## src/rtl/mem_stage_lsu.sv

```systemverilog
// -----------------------------------------------------------------------------
// mem_stage_lsu
//   Memory-stage load/store unit. Takes the memory-control, address, store-data
//   signals of the EX/MEM register, runs one req/ready/rvalid handshake per
//   access with the data-memory bus wrapper, builds byte strobes and lane-shifted
//   store data, and returns the sign/zero-extended load word to MEM/WB. The
//   pipeline is held through lsu_stall until the access completes.
//
// Parameters
//   TIMEOUT_CYCLES  max cycles spent in REQ+WAIT before aborting (1..255)
//
// Ports
//   clk, rst                    clock, asynchronous active-high reset
//   EX_MEM_memread[2:0]         load op  (1 LB, 2 LH, 3 LW, 4 LBU, 5 LHU)
//   EX_MEM_memwrite[2:0]        store op (1 SB, 2 SH, 3 SW)
//   EX_MEM_alu_csr_bujrd_data   effective byte address
//   EX_MEM_write_data           right-aligned store data
//   dm_req/dm_we/dm_addr        bus request, write enable, word address
//   dm_wstrb/dm_wdata           byte-lane strobes, lane-shifted store data
//   dm_ready/dm_rvalid/dm_rdata bus accept, read valid, read word
//   lsu_stall                   pipeline hold, ORed into stall_CPU
//   mem_load_data               extended load result, valid in DONE only
//   misalign_err                one-cycle pulse, misaligned access dropped
//   bus_err                     one-cycle pulse, access aborted on timeout
// -----------------------------------------------------------------------------
module mem_stage_lsu #(
   parameter int unsigned TIMEOUT_CYCLES = 255
) (
   input  logic        clk,
   input  logic        rst,
   input  logic [2:0]  EX_MEM_memread,
   input  logic [2:0]  EX_MEM_memwrite,
   input  logic [31:0] EX_MEM_alu_csr_bujrd_data,
   input  logic [31:0] EX_MEM_write_data,
   output logic        dm_req,
   output logic        dm_we,
   output logic [31:0] dm_addr,
   output logic [3:0]  dm_wstrb,
   output logic [31:0] dm_wdata,
   input  logic        dm_ready,
   input  logic        dm_rvalid,
   input  logic [31:0] dm_rdata,
   output logic        lsu_stall,
   output logic [31:0] mem_load_data,
   output logic        misalign_err,
   output logic        bus_err
);

   typedef enum logic [1:0] {S_IDLE, S_REQ, S_WAIT, S_DONE} state_t;
   typedef enum logic [1:0] {SZ_BYTE, SZ_HALF, SZ_WORD}     size_t;

   localparam logic [7:0] TMO_LIMIT = 8'(TIMEOUT_CYCLES);

   // state and captured access
   state_t      r_state;
   logic [7:0]  r_cnt;
   logic [31:0] r_word;
   logic        r_load;
   size_t       r_size;
   logic        r_sext;
   logic [1:0]  r_boff;
   logic        r_timeout;

   // registered bus outputs
   logic        r_dm_req;
   logic        r_dm_we;
   logic [31:0] r_dm_addr;
   logic [3:0]  r_dm_wstrb;
   logic [31:0] r_dm_wdata;

   // decode of the incoming EX/MEM op
   logic        w_is_load;
   logic        w_is_store;
   size_t       w_size;
   logic        w_sext;
   logic        w_misalign;
   logic        w_issue;
   logic [3:0]  w_wstrb;
   logic [31:0] w_wdata;

   // timeout and load extraction
   logic [7:0]  w_cnt_nxt;
   logic        w_tmo;
   logic        w_leave_req;
   logic [7:0]  w_byte;
   logic [15:0] w_half;
   logic [31:0] w_load_ext;

   // Load decode takes priority: a nonzero store field is ignored whenever
   // the load field names a valid load.
   always_comb begin
      w_is_load  = 1'b0;
      w_is_store = 1'b0;
      w_size     = SZ_BYTE;
      w_sext     = 1'b0;
      case (EX_MEM_memread)
         3'd1: begin w_is_load = 1'b1; w_size = SZ_BYTE; w_sext = 1'b1; end
         3'd2: begin w_is_load = 1'b1; w_size = SZ_HALF; w_sext = 1'b1; end
         3'd3: begin w_is_load = 1'b1; w_size = SZ_WORD; end
         3'd4: begin w_is_load = 1'b1; w_size = SZ_BYTE; end
         3'd5: begin w_is_load = 1'b1; w_size = SZ_HALF; end
         default: ;
      endcase
      if (!w_is_load) begin
         case (EX_MEM_memwrite)
            3'd1: begin w_is_store = 1'b1; w_size = SZ_BYTE; end
            3'd2: begin w_is_store = 1'b1; w_size = SZ_HALF; end
            3'd3: begin w_is_store = 1'b1; w_size = SZ_WORD; end
            default: ;
         endcase
      end
   end

   assign w_misalign = ((w_size == SZ_HALF) && EX_MEM_alu_csr_bujrd_data[0]) ||
                       ((w_size == SZ_WORD) && (EX_MEM_alu_csr_bujrd_data[1:0] != 2'b00));
   assign w_issue    = (w_is_load || w_is_store) && !w_misalign;

   // store lane placement; loads drive no strobes
   always_comb begin
      w_wstrb = '0;
      w_wdata = '0;
      if (w_is_store) begin
         case (w_size)
            SZ_BYTE: begin
               w_wstrb = 4'b0001 << EX_MEM_alu_csr_bujrd_data[1:0];
               w_wdata = {4{EX_MEM_write_data[7:0]}};
            end
            SZ_HALF: begin
               w_wstrb = EX_MEM_alu_csr_bujrd_data[1] ? 4'b1100 : 4'b0011;
               w_wdata = {2{EX_MEM_write_data[15:0]}};
            end
            default: begin
               w_wstrb = '1;
               w_wdata = EX_MEM_write_data;
            end
         endcase
      end
   end

   assign w_cnt_nxt   = r_cnt + 8'd1;
   assign w_tmo       = (w_cnt_nxt == TMO_LIMIT);
   // bus request fields are dropped once the wrapper accepts or we give up
   assign w_leave_req = (r_state == S_REQ) && (dm_ready || w_tmo);

   always_ff @(posedge clk or posedge rst) begin
      if (rst) begin
         r_state    <= S_IDLE;
         r_cnt      <= '0;
         r_word     <= '0;
         r_load     <= 1'b0;
         r_size     <= SZ_BYTE;
         r_sext     <= 1'b0;
         r_boff     <= '0;
         r_timeout  <= 1'b0;
         r_dm_req   <= 1'b0;
         r_dm_we    <= 1'b0;
         r_dm_addr  <= '0;
         r_dm_wstrb <= '0;
         r_dm_wdata <= '0;
      end else begin
         if (w_leave_req) begin
            r_dm_req   <= 1'b0;
            r_dm_we    <= 1'b0;
            r_dm_addr  <= '0;
            r_dm_wstrb <= '0;
            r_dm_wdata <= '0;
         end
         case (r_state)
            S_IDLE: begin
               if (w_issue) begin
                  r_state    <= S_REQ;
                  r_cnt      <= '0;
                  r_timeout  <= 1'b0;
                  r_load     <= w_is_load;
                  r_size     <= w_size;
                  r_sext     <= w_sext;
                  r_boff     <= EX_MEM_alu_csr_bujrd_data[1:0];
                  r_dm_req   <= 1'b1;
                  r_dm_we    <= w_is_store;
                  r_dm_addr  <= {EX_MEM_alu_csr_bujrd_data[31:2], 2'b00};
                  r_dm_wstrb <= w_wstrb;
                  r_dm_wdata <= w_wdata;
               end
            end
            S_REQ: begin
               r_cnt <= w_cnt_nxt;
               // completion in the same cycle as the limit wins over timeout
               if (dm_ready) begin
                  if (!r_load) begin
                     r_state <= S_DONE;
                  end else if (dm_rvalid) begin
                     r_word  <= dm_rdata;
                     r_state <= S_DONE;
                  end else if (w_tmo) begin
                     r_timeout <= 1'b1;
                     r_state   <= S_DONE;
                  end else begin
                     r_state <= S_WAIT;
                  end
               end else if (w_tmo) begin
                  r_timeout <= 1'b1;
                  r_state   <= S_DONE;
               end
            end
            S_WAIT: begin
               r_cnt <= w_cnt_nxt;
               if (dm_rvalid) begin
                  r_word  <= dm_rdata;
                  r_state <= S_DONE;
               end else if (w_tmo) begin
                  r_timeout <= 1'b1;
                  r_state   <= S_DONE;
               end
            end
            S_DONE: begin
               r_state <= S_IDLE;
            end
         endcase
      end
   end

   // lane extraction from the captured word
   assign w_byte = r_word[{r_boff, 3'b000} +: 8];
   assign w_half = r_word[{r_boff[1], 4'b0000} +: 16];

   always_comb begin
      case (r_size)
         SZ_BYTE: w_load_ext = {{24{r_sext & w_byte[7]}}, w_byte};
         SZ_HALF: w_load_ext = {{16{r_sext & w_half[15]}}, w_half};
         default: w_load_ext = r_word;
      endcase
   end

   assign dm_req        = r_dm_req;
   assign dm_we         = r_dm_we;
   assign dm_addr       = r_dm_addr;
   assign dm_wstrb      = r_dm_wstrb;
   assign dm_wdata      = r_dm_wdata;
   assign mem_load_data = ((r_state == S_DONE) && r_load && !r_timeout) ? w_load_ext : '0;
   assign bus_err       = (r_state == S_DONE) && r_timeout;
   // the IDLE-cycle terms depend on live EX/MEM inputs, so they are masked
   // while reset is held to keep every output at zero
   assign lsu_stall     = !rst && ((r_state == S_REQ) || (r_state == S_WAIT) ||
                                   ((r_state == S_IDLE) && w_issue));
   assign misalign_err  = !rst && (r_state == S_IDLE) &&
                          (w_is_load || w_is_store) && w_misalign;

endmodule

```

## config.mk

```make
export PLATFORM = sky130hd
export DESIGN_NAME = mem_stage_lsu
export DESIGN_NICKNAME = d
export VERILOG_FILES = /design/src/rtl/mem_stage_lsu.sv
export SDC_FILE = /design/constraint.sdc
export NUM_CORES = 1
export LEC_CHECK = 0
export BUFFER_PORTS_ARGS = -buffer_cell sky130_fd_sc_hd__buf_2
export CORE_ASPECT_RATIO = 1.5
export CORE_MARGIN = 2
export CORE_UTILIZATION = 50
export DETAILED_ROUTE_END_ITERATION = 6
export PLACE_DENSITY = 0.8
export SYNTH_ARGS = -nofsm -noshare
export SYNTH_HDL_FRONTEND = slang
export SYNTH_SLANG_ARGS = --single-unit
```

## constraint.sdc

```tcl
create_clock -name clk -period 5.1 [get_ports clk]
set_input_delay 0.765 -clock clk [delete_from_list [all_inputs] [get_ports clk]]
set_output_delay 0.765 -clock clk [all_outputs]
set_load 0.05 [all_outputs]
```

==> results of run 1 <==
==> routing by layer <==
| metal | vias to the layer above | share of wire (%) | track usage (%) |
|---|---|---|---|
| met5 | - | 0 | 0 |
| li1 | 2410 | - | - |
| met2 | 283 | 52 | 44.69 |
| met1 | 2621 | 38 | 29.87 |
| met3 | 37 | 7.4 | 7.276 |
| met4 | 0 | 2.6 | 11.44 |
==> power by group through the flow <==
| stage | Sequential, mW | Clock [mW] | Combinational (mW) |
|---|---|---|---|
| final | 1.66 | 1.21 | 2.41 |
| after global routing | 1.70 | 1.27 | 2.56 |
| after floorplan | 2.08 | 0 | 1.39 |
| after CTS | 1.65 | 1.23 | 2.41 |
| after detailed placement | 1.66 | 0 | 2.40 |
| after global placement | 1.64 | 0 | 2.32 |
==> kinds of logic after synthesis <==
family,after synthesis
AOI/OAI and AO/OA,178
xor gates and xnor gates,3
adders and majority gates,9
buffers and inverters,76
DFF,119
muxes,49
and+or+nand+nor,116
==> worst reg2reg max path, delay by kind of cell (launching register included) <==
kind,cells,cell delay [ps]
compound gates,4,1020
buf+inv,1,580
flops,1,400
simple gates,2,550
fa+ha+maj,1,250
==> sequential cells by signal, summed over array words and instances (netlist names) <==
signal / flops
dm_wstrb: 4
r_word: 32
r_size: 2
dm_we: 1
r_state: 2
r_load: 1
r_timeout: 1
r_cnt: 8
r_sext: 1
dm_req: 1
dm_wdata: 32
r_boff: 2
dm_addr: 32
==> area by class of cell <==
cell class,count,area (µm²),area share [%]
Sequential cell,119,2978,38.91
Multi-Input combinational cell,355,2656,34.71
Timing Repair Buffer,215,1089,14.22
Clock buffer,19,442.9,5.788
Tap cell,150,187.7,2.453
Clock inverter,11,151.4,1.978
Inverter,38,145.1,1.897
Antenna cell,1,2.502,0.03270
==> layout by cell type (no fill, tap or decap), types with 3 or more instances in the layout <==
cell type,n
buf_2,210
dfrtp_1,119
a22o_1,42
nand2_1,39
inv_1,36
nor2_1,34
mux2_2,34
a21oi_1,32
o21ai_0,29
o2bb2ai_1,26
clkbuf_16,17
mux2i_1,10
nand3_1,9
o221ai_1,9
a221oi_1,9
ha_1,9
nor3_1,6
a31oi_1,6
and2_1,5
nand3b_1,5
mux4_2,5
buf_4,5
nand2b_1,4
clkinvlp_4,4
o21bai_1,3
a21o_1,3
bufinv_16,3
==> final timing paths <==
| check | end | cells after the start | start | slack (ps) |
|---|---|---|---|---|
| setup / recovery | mem_load_data[31] | 6 | r_boff[1] | 950 |
| hold / removal | dm_req | 1 | dm_req | 470 |
| setup reg to reg | dm_addr[10] | 8 | r_cnt[0] | 2250 |
| hold reg to reg | dm_req | 1 | dm_req | 470 |
| max in group asynchronous | dm_wdata[4] | 3 | rst | 3410 |
| min in group asynchronous | dm_req | 2 | rst | 600 |
==> results.toml, run 1 <==
[pwr]
ir_worst_vdd_v = 0.0004731
p_clk_share_pct = 22.8
power_mw = 5.284
seqPwrFrac_pct = 31.5
p_int_mw = 2.830
leakage_nw = 3.954
power-per-cell-area_nw_per_um2 = 690.5
switching_share_pct = 46.45
p_switching_mw = 2.454
p_comb_share_pct = 45.7

[global_route]
grt_max_degree = 82
antenna_found_initial = 1
grt_usage_pct = 25.87
grt_pass1_wl_um = 26040
overflow = 0
grt_pass1_vias = 5265

[sta]
fin_ws_ps = 952.5
finalCritPeriodShare_pct = 81.32
tightest_slew_ps = 1089
finalMaxSlewViolations = 0
fin_crit_ps = 4148
hold_viol_final = 0
tns_ps = 0
max_freq_mhz = 241.1
rsz0062_at_grt = "no"
setup_viol = 0
slew_headroom_pct = 27.43
hold_ws_ps = 468.5
skew_ps = 14.69

[setup_path]
critPathMaxStageDelay_ps = 940
start_kind = "register"
crit_buf_inv = 1
cp_max_fo = 30
crit_path_end_kind = "output pin"
critical-path-top-delay-family = "compound AO/OA/AOI/OAI gates"
cp.required_ps = 4340
cpMaxStageDelayCell = "dfrtp_1"
worstPathCellList = "mux4_2, nand2_1, a21boi_0, o21bai_1, a21oi_1, buf_2"
crit_type = "register to output pin"
cp.arrival_ps = 3380

[worst_hold_path]
worst_hold_path_type = "register to register"

[synth]
synth_edf_count = 0
netlist_area_um2 = 5952
ys_ff_latch = 119
yosys.area_share.adder_pct = 1.892
yosysSeqAreaShare_pct = 50.03
synthMuxAreaShare_pct = 10.01
async_reset_ff_share_pct = 100.0
synthFlopType = "dfrtp_1"
synth.distinct_cells = 58
mappedNetlistNets = 665
synth_top_family_by_area = "compound AO/OA/AOI/OAI gates"
yosysMostFrequentCell = "dfrtp_1"
yosysTopAreaCell = "dfrtp_1"
synth_top_area_share_pct = 50.03
synth_xor_area_share_pct = 0.4415
synthTopCellsByArea = "dfrtp_1 50%, mux2_2 6.4%, a22o_1 6.2%, o2bb2ai_1 3.8%, a21oi_1 2.7%"
synth-compound-area-share_pct = 22.64
syn_inst = 550
synthSimpleGateAreaFrac_pct = 9.523
ys_warn_count = 0
synth_common_cells = "119 x dfrtp_1, 42 x a22o_1, 39 x nand2_1"
avgSynthCellArea_um2 = 10.82

[placement]
port_buffers = 210
pre_cts_slack_ps = 1378
placed_cell_area_um2 = 7056
place_inst = 877
gp_congestion = 0.8965
dp_hpwl_um = 11820

[floorplan]
die_h_um = 137.6
num_io_pins = 211
row_count = 48
core_area_um2 = 11590
die_area_um2 = 12810
die_x_um = 93.09
initial_core_util_pct = 51.35

[cells_and_area]
layout-drive-gt1-share_pct = 38.84
area_growth_pct = 28.57
postLayoutCoreUtil_pct = 66.02
stdcell_area_um2 = 7652
fill_cells = 908
stdcell_count = 908
layout.nets = 861

[clock_network]
cts_resized = 0
clockBufferDepth = 2
path_clk_slew_ps = 50
cts_max_level = 4
ctsHoldBuffers = 0
cts_buffers = 17
cts_sinks = 119
post_cts_buffers = 0
root_buffer = "clkbuf_16"
insertion_delay_ps = 410
cts_tree = "done"

[route]
routed_via_density = 5.893
num_vias = 5351
dr.pass1.iters = 5
totalWireLength_um = 16850
drc = 0
wl_per_cell_um = 18.56
first_iter_violations = 322
drtAntennaViolNets = 0

[flow_run]
drv_cap = 0

[run_status]
status = "finished clean"
Power figures use the tool's default switching activity.
==> inputs of run 2 (changes only) <==
==> constraint.sdc (replaced) <==
create_clock -name clk -period 4.22 [get_ports clk]
set_input_delay 0.633 -clock clk [delete_from_list [all_inputs] [get_ports clk]]
set_output_delay 0.633 -clock clk [all_outputs]
set_load 0.05 [all_outputs]
==> run 2 against run 1 <==
  * Critical path depth unchanged
  * Die area unchanged
  * Sequential share of layout area down 0.40 points
  * Final area grew 1.0%
  * Combinational power increased by 25%
  * Final cell count grew 0.44%
  * Global-route usage is 0.41 points higher
  * Largest cell class unchanged
==> results.toml, run 2 (synthesized netlist as in run 1, its figures left out) <==
[run_status]
status = "finished clean"

[pwr]
switching_share_pct = 45.49
power-per-cell-area_nw_per_um2 = 841.1
p_switching_mw = 2.959
seqPwrFrac_pct = 29.8
p_clk_share_pct = 23.8
p_comb_share_pct = 46.4
ir_worst_vdd_v = 0.0003704
p_int_mw = 3.545
leakage_nw = 4.005

[route]
drtAntennaViolNets = 0
drc = 0
dr.pass1.iters = 5
totalWireLength_um = 16950
num_vias = 5352
first_iter_violations = 336
wl_per_cell_um = 18.59
routed_via_density = 5.868

[setup_path]
crit_buf_inv = 2
crit_path_end_kind = "output pin"
cp_max_fo = 17
reg2reg_depth = 8
cpMaxStageDelayCell = "nand3b_1"
r2r-end = "dm_wstrb[0]"
critical-path-top-delay-family = "compound AO/OA/AOI/OAI gates"
cp.arrival_ps = 2600
worstPathCellList = "ha_1, nand3b_1, o21bai_1, buf_4, a21oi_1, buf_2"
start_kind = "register"
crit_type = "register to output pin"
rrSetupSlack_ps = 1550
cp.required_ps = 3590
r2r-start = "r_cnt[0]"
critPathMaxStageDelay_ps = 500

[worst_hold_path]
worst_hold_path_type = "input pin to asynchronous set/reset pin"

[floorplan]
core_area_um2 = 11590
row_count = 48
num_io_pins = 211
die_h_um = 137.6
die_x_um = 93.09
initial_core_util_pct = 51.35
die_area_um2 = 12810

[sta]
finalMaxSlewViolations = 0
setup_viol = 0
tns_ps = 0
skew_ps = 14.78
tightest_slew_ps = 1185
max_freq_mhz = 309.7
hold_viol_final = 0
hold_ws_ps = 328.5
rsz0062_at_grt = "no"
finalCritPeriodShare_pct = 76.52
fin_crit_ps = 3229
slew_headroom_pct = 20.97

[cells_and_area]
n_antenna_cell = 0
layout.nets = 864
final_cell_mix = "210 x buf_2, 119 x dfrtp_1, 42 x a22o_1, 39 x nand2_1, 36 x inv_1"
layout_commonest_cell = "buf_2"
postLayoutCoreUtil_pct = 66.71
layout-drive-gt1-share_pct = 39.24
stdcell_count = 912
area_growth_pct = 29.91

[global_route]
overflow = 0
met1_usage_pct = 29.93
antenna_found_initial = 0
grt_max_degree = 60
met3_usage_pct = 6.291
grt_pass1_wl_um = 26230
met2_usage_pct = 45.93
busiest_layer = "met2"
grt_usage_pct = 26.28
grt_pass1_vias = 5328

[clock_network]
ctsHoldBuffers = 0
root_buffer = "clkbuf_16"
cts_max_level = 4
path_clk_slew_ps = 60
post_cts_buffers = 0
cts_sinks = 119
clockBufferDepth = 2
cts_tree = "done"
cts_buffers = 17
insertion_delay_ps = 400
cts_resized = 0

[placement]
place_inst = 880
dp_hpwl_um = 12290
port_buffers = 210
gp_congestion = 0.8407

[flow_run]
drv_cap = 0
==> run 2: cell count changes in the layout (fill, tap and decap cells not counted) <==
cell        before  now
buf_4            5    7
clkbuf_8         1    3
clkinvlp_4       4    2
buf_12           0    1
bufinv_16        3    4
clkinv_2         1    2
clkinv_4         2    3
diode_2          1    0
inv_6            1    0
==> run 2: per-stage QoR <==
stage                     instance area (µm²)  setup WS [ps]  power (mW)
after floorplan                          5952          429.5       4.199
after global placement                   7091           1147       4.839
after detailed placement                 7091           1074       4.946
after CTS                                7732          998.1       6.517
after global routing                     7732          886.7       6.824
final                                    7732          990.9       6.504
==> run 2: power groups by stage <==
stage / Combinational (mW) / Sequential, mW / Clock (mW)
global placement: 2.92 / 1.92 / 0
finish: 3.02 / 1.94 / 1.55
CTS: 3.02 / 1.93 / 1.57
floorplan: 1.68 / 2.52 / 0
detailed placement: 3.01 / 1.93 / 0
global route: 3.22 / 1.98 / 1.62
==> run 2: worst max path at each step <==
| stage | start | end | slack, ps | cells past startpoint |
|---|---|---|---|---|
| after CTS | r_state[1] | mem_load_data[31] | 1000 | 6 |
| after global routing | r_state[1] | mem_load_data[31] | 890 | 6 |
| after detailed placement | EX_MEM_memread[2] | dm_wstrb[3] | 1070 | 9 |
| after floorplan | rst | dm_addr[0] | 430 | 1 |
| after global placement | EX_MEM_memwrite[2] | dm_wdata[31] | 1150 | 7 |
| final | r_state[1] | mem_load_data[31] | 990 | 6 |
==> run 2: area by class of cell <==
class                      instances  area [µm²]
fill                             881        3859
sequential                       119        2978
multi-input combinational        355        2656
timing repair buffer             218        1124
clock buffer                      21       470.5
tap                              150       187.7
clock inverter                    11       171.4
inverter                          38       145.1
==> run 2: routing by layer <==
metal | routed length (µm) | part of all wire (%)
met5 | 0 | 0
met4 | 566 | 3.3
met3 | 1227 | 7.2
met2 | 8868 | 52
met1 | 6289 | 37
